[config.mk]
export PLATFORM = sky130hd
export DESIGN_NAME = block_dispatcher
export DESIGN_NICKNAME = d
export VERILOG_FILES = /design/src/rtl/block_dispatcher.sv
export SDC_FILE = /design/constraint.sdc
export NUM_CORES = 1
export LEC_CHECK = 0
export CORE_ASPECT_RATIO = 1.75
export CORE_MARGIN = 2
export CORE_UTILIZATION = 43
export CTS_CLUSTER_SIZE = 28
export DETAILED_ROUTE_END_ITERATION = 8
export DONT_BUFFER_PORTS = 1
export SETUP_SLACK_MARGIN = 0.2
export SLEW_MARGIN = 10
export SYNTH_ARGS = -nofsm -noshare
export SYNTH_HDL_FRONTEND = slang
export SYNTH_SLANG_ARGS = --single-unit
[constraint.sdc]
create_clock -name clk -period 4 [get_ports clk]
set_clock_uncertainty 0.15 [all_clocks]
set_input_delay 1.2 -clock clk [delete_from_list [all_inputs] [get_ports clk]]
set_output_delay 1.2 -clock clk [all_outputs]
set_load 0.005 [all_outputs]
[src/rtl/block_dispatcher.sv]
// block_dispatcher: hands out thread-block indices to idle cores and signals kernel completion.
module block_dispatcher #(
  parameter int NUM_CORES = 2,
  parameter int DATA_W    = 16
) (
  input  logic                          clk,
  input  logic                          reset,
  input  logic                          launch,
  input  logic [DATA_W-1:0]             num_blocks,
  input  logic [DATA_W-1:0]             block_dim_in,
  output logic                          busy,
  output logic                          kernel_done,
  output logic [NUM_CORES-1:0]          core_start,
  output logic [NUM_CORES*DATA_W-1:0]   core_block_idx,
  output logic [DATA_W-1:0]             core_block_dim,
  output logic [NUM_CORES-1:0]          core_busy,
  input  logic [NUM_CORES-1:0]          core_done
);
  typedef enum logic [1:0] {IDLE, DISPATCH, DRAIN, DONE} state_t;
  state_t state;
  logic [DATA_W-1:0] nb_r, next_block, done_count, done_pop, done_next;
  logic [NUM_CORES-1:0] done_mask, pick;
  logic active;
  always_comb begin
    active = state == DISPATCH || state == DRAIN;
    done_mask = active ? core_done & core_busy : '0;
    // isolate the lowest clear bit of the registered busy vector; zero when all cores are occupied
    pick = state == DISPATCH ? ~core_busy & (core_busy + NUM_CORES'(1)) : '0;
    done_pop = '0;
    for (int i = 0; i < NUM_CORES; i++) done_pop = done_pop + DATA_W'(done_mask[i]);
    done_next = done_count + done_pop;
  end
  always_ff @(posedge clk or negedge reset) begin
    if (!reset) begin
      state <= IDLE;
      nb_r <= '0;
      next_block <= '0;
      done_count <= '0;
      busy <= 1'b0;
      kernel_done <= 1'b0;
      core_start <= '0;
      core_block_idx <= '0;
      core_block_dim <= '0;
      core_busy <= '0;
    end else begin
      kernel_done <= state == DONE;
      busy <= active;
      core_start <= pick;
      core_busy <= (core_busy & ~done_mask) | pick;
      done_count <= done_next;
      for (int i = 0; i < NUM_CORES; i++)
        if (pick[i]) core_block_idx[i*DATA_W +: DATA_W] <= next_block;
      if (|pick) next_block <= next_block + DATA_W'(1);
      case (state)
        IDLE: if (launch) begin
          nb_r <= num_blocks;
          core_block_dim <= block_dim_in;
          next_block <= '0;
          done_count <= '0;
          state <= num_blocks == '0 ? DONE : DISPATCH;
        end
        DISPATCH: if (|pick && next_block + DATA_W'(1) == nb_r) state <= DRAIN;
        DRAIN: if (done_next == nb_r) state <= DONE;
        DONE: state <= IDLE;
      endcase
    end
  end
endmodule

==> impl_metrics.env, run 1 <==
export IMPL_ys_warn_count=0
export IMPL_hold_viol=0
export IMPL_max_freq_ghz=0.289
export IMPL_path_clk_slew_ns=0.07
export IMPL_status="finished, final reports clean"
export IMPL_ys_seq_area_share_pct=50.4
export IMPL_antenna_found_initial=0
export IMPL_postRouteAntennaNets=0
export IMPL_finalSetupTns_ns=0
export IMPL_final_cell_area_mm2=0.00562
export IMPL_required_ns=4.13
export IMPL_avgViaCountPerCell=5.38
export IMPL_htree_levels=3
export IMPL_ys_types=51
export IMPL_cp_cell_sequence="inv_1 > ha_1 > and3_1 > fa_2 > ha_1 > nand3_2 > nor4_1 > xnor2_1 > xnor2_1 > nor4_1 > nand4_1 > a21oi_2 > mux2i_1"
export IMPL_period_needed_ns=3.46
export IMPL_clkLatencyLatePin_ns=0.36
export IMPL_peakVddDrop_mv=0.413
export IMPL_vias=3516
export IMPL_crit_path_max_incr_delay_ns=0.38
export IMPL_globalplace_congestion=0.955
export IMPL_final_layout_size_suffix_gt1_share_pct=11.4
export IMPL_cts_made_buffers=9
export IMPL_cts_sinks=104
export IMPL_critPathMaxFanout=7
export IMPL_antennaDiodeCount=0
export IMPL_worst_ep_arrival_time_ns=3.59
export IMPL_slowest_stage="dfrtp_1"
export IMPL_drcViolationCount=0
export IMPL_initial_core_util_pct=43.5
export IMPL_drt_total_wl_um=11200
export IMPL_syn_avg_cell_area_um2=9.88
export IMPL_ys_seq_elements=104
export IMPL_tightest_slew_ns=1.09
export IMPL_synth_edf_count=0
export IMPL_die_height_um=149
export IMPL_p_seq_share_pct=43.4
export IMPL_powerDensity_mw_per_mm2=670
export IMPL_wl_per_cell_um=17.2
export IMPL_rows=53
export IMPL_die_area_mm2=0.0129
export IMPL_cts_max_path_buffers=2
export IMPL_core_area_mm2=0.0119
export IMPL_synthCells=522
export IMPL_track_usage_pct=18.6
export IMPL_synth_async_reset_ratio_pct=100
export IMPL_cts_root_buf="clkbuf_16"
export IMPL_combPwrFrac_pct=29.1
export IMPL_layoutNonFillerInstCount=653
export IMPL_p_leak_nw=2.63
export IMPL_fp_dieW_um=86.8
export IMPL_grt_ovfl_total=0
export IMPL_port_buffers=0
export IMPL_hold_path_class="register to register"
export IMPL_place_worst_setup_slack_ns=0.0661
export IMPL_syn2layout_area_growth_pct=8.93
export IMPL_max_cap_violations=0
export IMPL_place_inst=635
export IMPL_sw_frac_of_total_pct=34.8
export IMPL_setup_ws_ns=0.540
export IMPL_cts_hold_buf=0
export IMPL_dp_hpwl_um=8180
export IMPL_drt_first_pass_iters=5
export IMPL_syn_area_mm2=0.00516
export IMPL_timing_final_max_slew_violations=0
export IMPL_cp_num_buf_inv=1
export IMPL_first_iter_violations=120
export IMPL_maxSlewHeadroom_pct=27.3
export IMPL_p_sw_w=0.00131
export IMPL_grt_pass1_vias=3650
export IMPL_setup_viol=0
export IMPL_nNetsFinal=556
export IMPL_io_pins=91
export IMPL_grt_start_max_net_pins=105
export IMPL_grt_first_pass_wirelength_um=18400
export IMPL_start_kind="register"
export IMPL_period_share_pct=86.5
export IMPL_p_clk_share_pct=27.5
export IMPL_intPower_w=0.00245
export IMPL_crit_type="register to register"
export IMPL_syn_num_nets=567
export IMPL_synthFlopType="dfrtp_1"
export IMPL_rsz0062_at_grt="false"
export IMPL_crit_family="simple AND/OR/NAND/NOR gates"
export IMPL_cts_tree="yes"
export IMPL_total_power_w=0.00376
export IMPL_end_kind="register"
export IMPL_placed_cell_area_mm2=0.00525
-- tightest hold or removal path, stage by stage, from the launching register on --
cell	delay (ns)
dfrtp_1	0.37
nand2_1	0.05
nand2_1	0.06
-- flip-flops by register name (all words and copies together), names as in the netlist, 2 cells and up --
signal          count
core_start          2
core_block_idx     32
next_block         16
core_block_dim     16
core_busy           2
done_count         16
nb_r               16
state               2
-- final timing paths --
kind,start,endpoint,slack (ns),cells past startpoint
worst max-delay path,state[1]$_DFFE_PN0P_,state[1]$_DFFE_PN0P_,0.54,13
worst min-delay path,core_block_dim[1]$_DFFE_PN0P_,core_block_dim[1]$_DFFE_PN0P_,0.36,2
worst max register to register,state[1]$_DFFE_PN0P_,state[1]$_DFFE_PN0P_,0.54,13
worst min register to register,core_block_dim[1]$_DFFE_PN0P_,core_block_dim[1]$_DFFE_PN0P_,0.36,2
max in group asynchronous,reset,core_block_idx[29]$_DFFE_PN0P_,3.18,0
min in group asynchronous,reset,core_block_dim[14]$_DFFE_PN0P_,0.38,0
-- metal layers --
| metal | GRT usage [%] | vias up | routed length, um |
|---|---|---|---|
| met5 | 0 | - | 0 |
| met4 | 6.25 | 0 | 198 |
| met3 | 4.43 | 14 | 435 |
| met2 | 32.7 | 83 | 6100 |
| met1 | 21.9 | 1706 | 4490 |
| li1 | - | 1713 | - |
-- cells in the mapped netlist, types with 2 or more instances --
library cell,count,share of area [%]
a21oi_1,11,1.1
a31oi_1,4,0.49
and2_1,4,0.49
and3_1,4,0.49
and4_1,2,0.34
buf_1,2,0.15
buf_2,2,0.19
clkbuf_1,22,1.6
dfrtp_1,104,50
ha_1,7,1.7
inv_1,13,0.95
mux2_2,29,6.3
mux2i_1,3,0.58
nand2_1,117,8.5
nand2b_1,3,0.36
nand3_1,16,1.6
nand4_1,9,1.1
nor2_1,45,3.3
nor2b_1,3,0.36
nor3_1,5,0.49
nor3b_1,2,0.29
nor4_1,10,1.2
o21a_1,2,0.29
o21ai_0,12,1.2
o22ai_1,2,0.24
or3_1,4,0.49
xnor2_1,40,6.8
xor2_1,22,3.7
-- per-stage QoR --
stage / utilization [%] / hold WS, ns
floorplan: - / 0.320
global placement: 44.2 / 0.342
detailed placement: 44.2 / 0.343
CTS: 47.1 / 0.363
global route: 47.3 / 0.359
finish: 47.3 / 0.358
-- layout make-up --
| type | instances | area [um2] |
|---|---|---|
| Clock inverter | 7 | 124 |
| Inverter | 13 | 48.8 |
| Timing Repair Buffer | 4 | 30.0 |
| Sequential cell | 104 | 2600 |
| Fill cell | 1088 | 6250 |
| Tap cell | 137 | 171 |
| Multi-Input combinational cell | 379 | 2420 |
| Clock buffer | 9 | 225 |
-- placed cells by master, fill, tap and decap left out, drive strengths merged, types with 2 or more instances in the layout --
cell type / n
nor3: 6
o21a: 2
inv: 16
xor2: 22
ha: 7
nand4: 11
nor2: 45
dfrtp: 104
mux2: 30
o21ai: 13
a31oi: 4
and4: 2
buf: 4
and2: 4
or3: 4
nand2: 117
bufinv: 3
clkbuf: 9
nor4: 11
xnor2: 40
a21oi: 12
nor3b: 2
nand2b: 3
nor2b: 3
mux2i: 3
o22ai: 2
nand3: 17
and3: 4
-- power groups by stage --
stage,logic (W),registers (W),clock network [W]
CTS,0.00109,0.00164,0.00106
finish,0.00109,0.00163,0.00103
floorplan,0.000912,0.00153,0
detailed placement,0.00108,0.00166,0
global route,0.00123,0.00167,0.00110
global placement,0.00105,0.00165,0
-- cells by family after synthesis --
family | Yosys count | share of synthesized area [%]
simple gates | 231 | 20.7
flops | 104 | 50.4
xor+xnor | 64 | 11.4
compound gates | 43 | 5.29
buf+inv | 39 | 2.89
mux | 33 | 7.13
fa+ha+maj | 8 | 2.09
-- repair_timing --
item | CTS | global route
buffers inserted | 0 | 2
gates resized for setup | 0 | 3
endpoints found under the setup margin | 0 | 2
Note: power is estimated with default switching activity, not from simulation.
==> run 2, diff against run 1 <==
- CORE_ASPECT_RATIO: 1.75 -> not set
==> impl_metrics.env, run 2 (synthesis results as in run 1) <==
export IMPL_grt_ovfl_total=0
export IMPL_peakVddDrop_mv=0.273
export IMPL_die_height_um=114
export IMPL_io_pins=91
export IMPL_globalplace_congestion=0.811
export IMPL_hold_path_class="register to register"
export IMPL_postRouteAntennaNets=0
export IMPL_clkLatencyLatePin_ns=0.35
export IMPL_crit_top_cell="ha_1"
export IMPL_rrSetupSlack_ns=0.48
export IMPL_cp_num_buf_inv=1
export IMPL_cts_setup_buffers=0
export IMPL_largest_reg_flops=32
export IMPL_post_cts_resized=0
export IMPL_die_area_mm2=0.0129
export IMPL_regMostFlops="core_block_idx"
export IMPL_powerDensity_mw_per_mm2=646
export IMPL_drcViolationCount=0
export IMPL_cts_max_path_buffers=2
export IMPL_max_cap_violations=0
export IMPL_core_area_mm2=0.0119
export IMPL_worst_ep_arrival_time_ns=3.64
export IMPL_finalSetupTns_ns=0
export IMPL_cts_tree="yes"
export IMPL_p_leak_nw=2.63
export IMPL_end_kind="register"
export IMPL_rsz0062_at_grt="false"
export IMPL_tightest_slew_ns=1.09
export IMPL_grt_pass1_vias=3479
export IMPL_cp_cell_sequence="inv_1 > ha_1 > and3_1 > fa_1 > ha_1 > xnor2_1 > nand2_1 > a31oi_1 > o311ai_1 > a2111oi_1 > nand4_1 > a21oi_2 > mux2i_1"
export IMPL_fp_dieW_um=114
export IMPL_place_inst=646
export IMPL_timing_final_max_slew_violations=0
export IMPL_first_iter_violations=235
export IMPL_path_clk_slew_ns=0.07
export IMPL_rows=40
export IMPL_initial_core_util_pct=43.5
export IMPL_reg2reg_depth=13
export IMPL_nNetsFinal=555
export IMPL_drt_total_wl_um=10700
export IMPL_critPathMaxFanout=4
export IMPL_period_needed_ns=3.52
export IMPL_r2r_start="state[0]$_DFFE_PN0P_"
export IMPL_setup_viol=0
export IMPL_syn2layout_area_growth_pct=8.95
export IMPL_cts_root_buf="clkbuf_16"
export IMPL_required_ns=4.11
export IMPL_dp_hpwl_um=7720
export IMPL_final_cell_mix="117 x nand2_1, 104 x dfrtp_1, 45 x nor2_1"
export IMPL_max_freq_ghz=0.284
export IMPL_grt_first_pass_wirelength_um=17700
export IMPL_antennaDiodeCount=0
export IMPL_hold_start="core_block_idx[31]$_DFFE_PN0P_"
export IMPL_layoutNonFillerInstCount=661
export IMPL_cts_hold_buf=0
export IMPL_min_path_cells=2
export IMPL_start_kind="register"
export IMPL_antenna_found_initial=0
export IMPL_crit_type="register to register"
export IMPL_wl_per_cell_um=16.2
export IMPL_cts_sinks=104
export IMPL_r2r_end="state[1]$_DFFE_PN0P_"
export IMPL_cts_made_buffers=9
export IMPL_layout_commonest_cell="nand2_1"
export IMPL_port_buffers=0
export IMPL_status="finished, final reports clean"
export IMPL_grt_start_max_net_pins=105
export IMPL_slowest_stage="fa_1"
export IMPL_worstHoldEndpoint="core_block_idx[31]$_DFFE_PN0P_"
export IMPL_drt_first_pass_iters=4
export IMPL_crit_path_max_incr_delay_ns=0.46
export IMPL_avgViaCountPerCell=5.26
export IMPL_crit_family="adder cells"
export IMPL_fillCellCount=1096
export IMPL_hold_viol=0
export IMPL_htree_levels=3
export IMPL_track_usage_pct=17.6
export IMPL_maxSlewHeadroom_pct=27.3
export IMPL_final_layout_size_suffix_gt1_share_pct=11.1
export IMPL_vias=3476
export IMPL_period_share_pct=88.1
run 2: changes by cell type in the layout (fill, tap and decap cells not counted), sizes merged:
cell    change
clkbuf      +3
inv         -3
buf         -1
bufinv      -1
run 2: stage by stage:
stage               util, %  setup WS, ns  area, um2  hold slack [ns]  total power (W)
floorplan                 -         0.370       5160            0.320          0.00244
global placement       44.4         0.157       5270            0.336          0.00269
detailed placement     44.4        0.0438       5270            0.343          0.00272
CTS                    47.1         0.362       5590            0.360          0.00368
global route           47.4         0.230       5620            0.370          0.00390
finish                 47.4         0.475       5620            0.354          0.00363
run 2: layout make-up:
type / instances / area (um2) / share of cell area, %
multi-input combinational: 379 / 2440 / 43.4
clock buffer: 12 / 256 / 4.56
sequential: 104 / 2600 / 46.3
clock inverter: 3 / 65.1 / 1.16
tap: 147 / 184 / 3.27
inverter: 13 / 48.8 / 0.868
timing repair buffer: 3 / 22.5 / 0.401
run 2: worst max path at each step:
stage	endpoint	cells past startpoint	from
2_1_floorplan	state[1]$_DFFE_PN0P_	11	core_done[0]
6_report	state[1]$_DFFE_PN0P_	13	state[0]$_DFFE_PN0P_
3_5_place_dp	state[1]$_DFFE_PN0P_	11	core_done[0]
4_1_cts	state[1]$_DFFE_PN0P_	13	state[0]$_DFFE_PN0P_
5_1_grt	state[1]$_DFFE_PN0P_	13	state[0]$_DFFE_PN0P_
3_3_place_gp	state[1]$_DFFE_PN0P_	11	core_done[0]
run 2: worst register-to-register path: cells and delay by family (launching register included):
family	cells	cell delay, ns
simple gates	3	0.48
flops	1	0.40
xor+xnor	1	0.16
compound gates	4	0.80
buf+inv	1	0.10
mux	1	0.23
fa+ha+maj	3	1.14
run 2: where the power goes:
group,switching (W),leakage [nW],internal (W)
registers,0.000310,1.38,0.00132
clock network,0.000363,0.159,0.000578
logic,0.000560,1.10,0.000501
total,0.00123,2.63,0.00240
run 2: layer usage:
layer	track usage, %	up-vias	part of all wire [%]
met5	0	-	0
met4	6.34	0	1.9
met3	4.89	20	4.2
met2	29.2	79	48
met1	22.0	1658	45
li1	-	1719	-
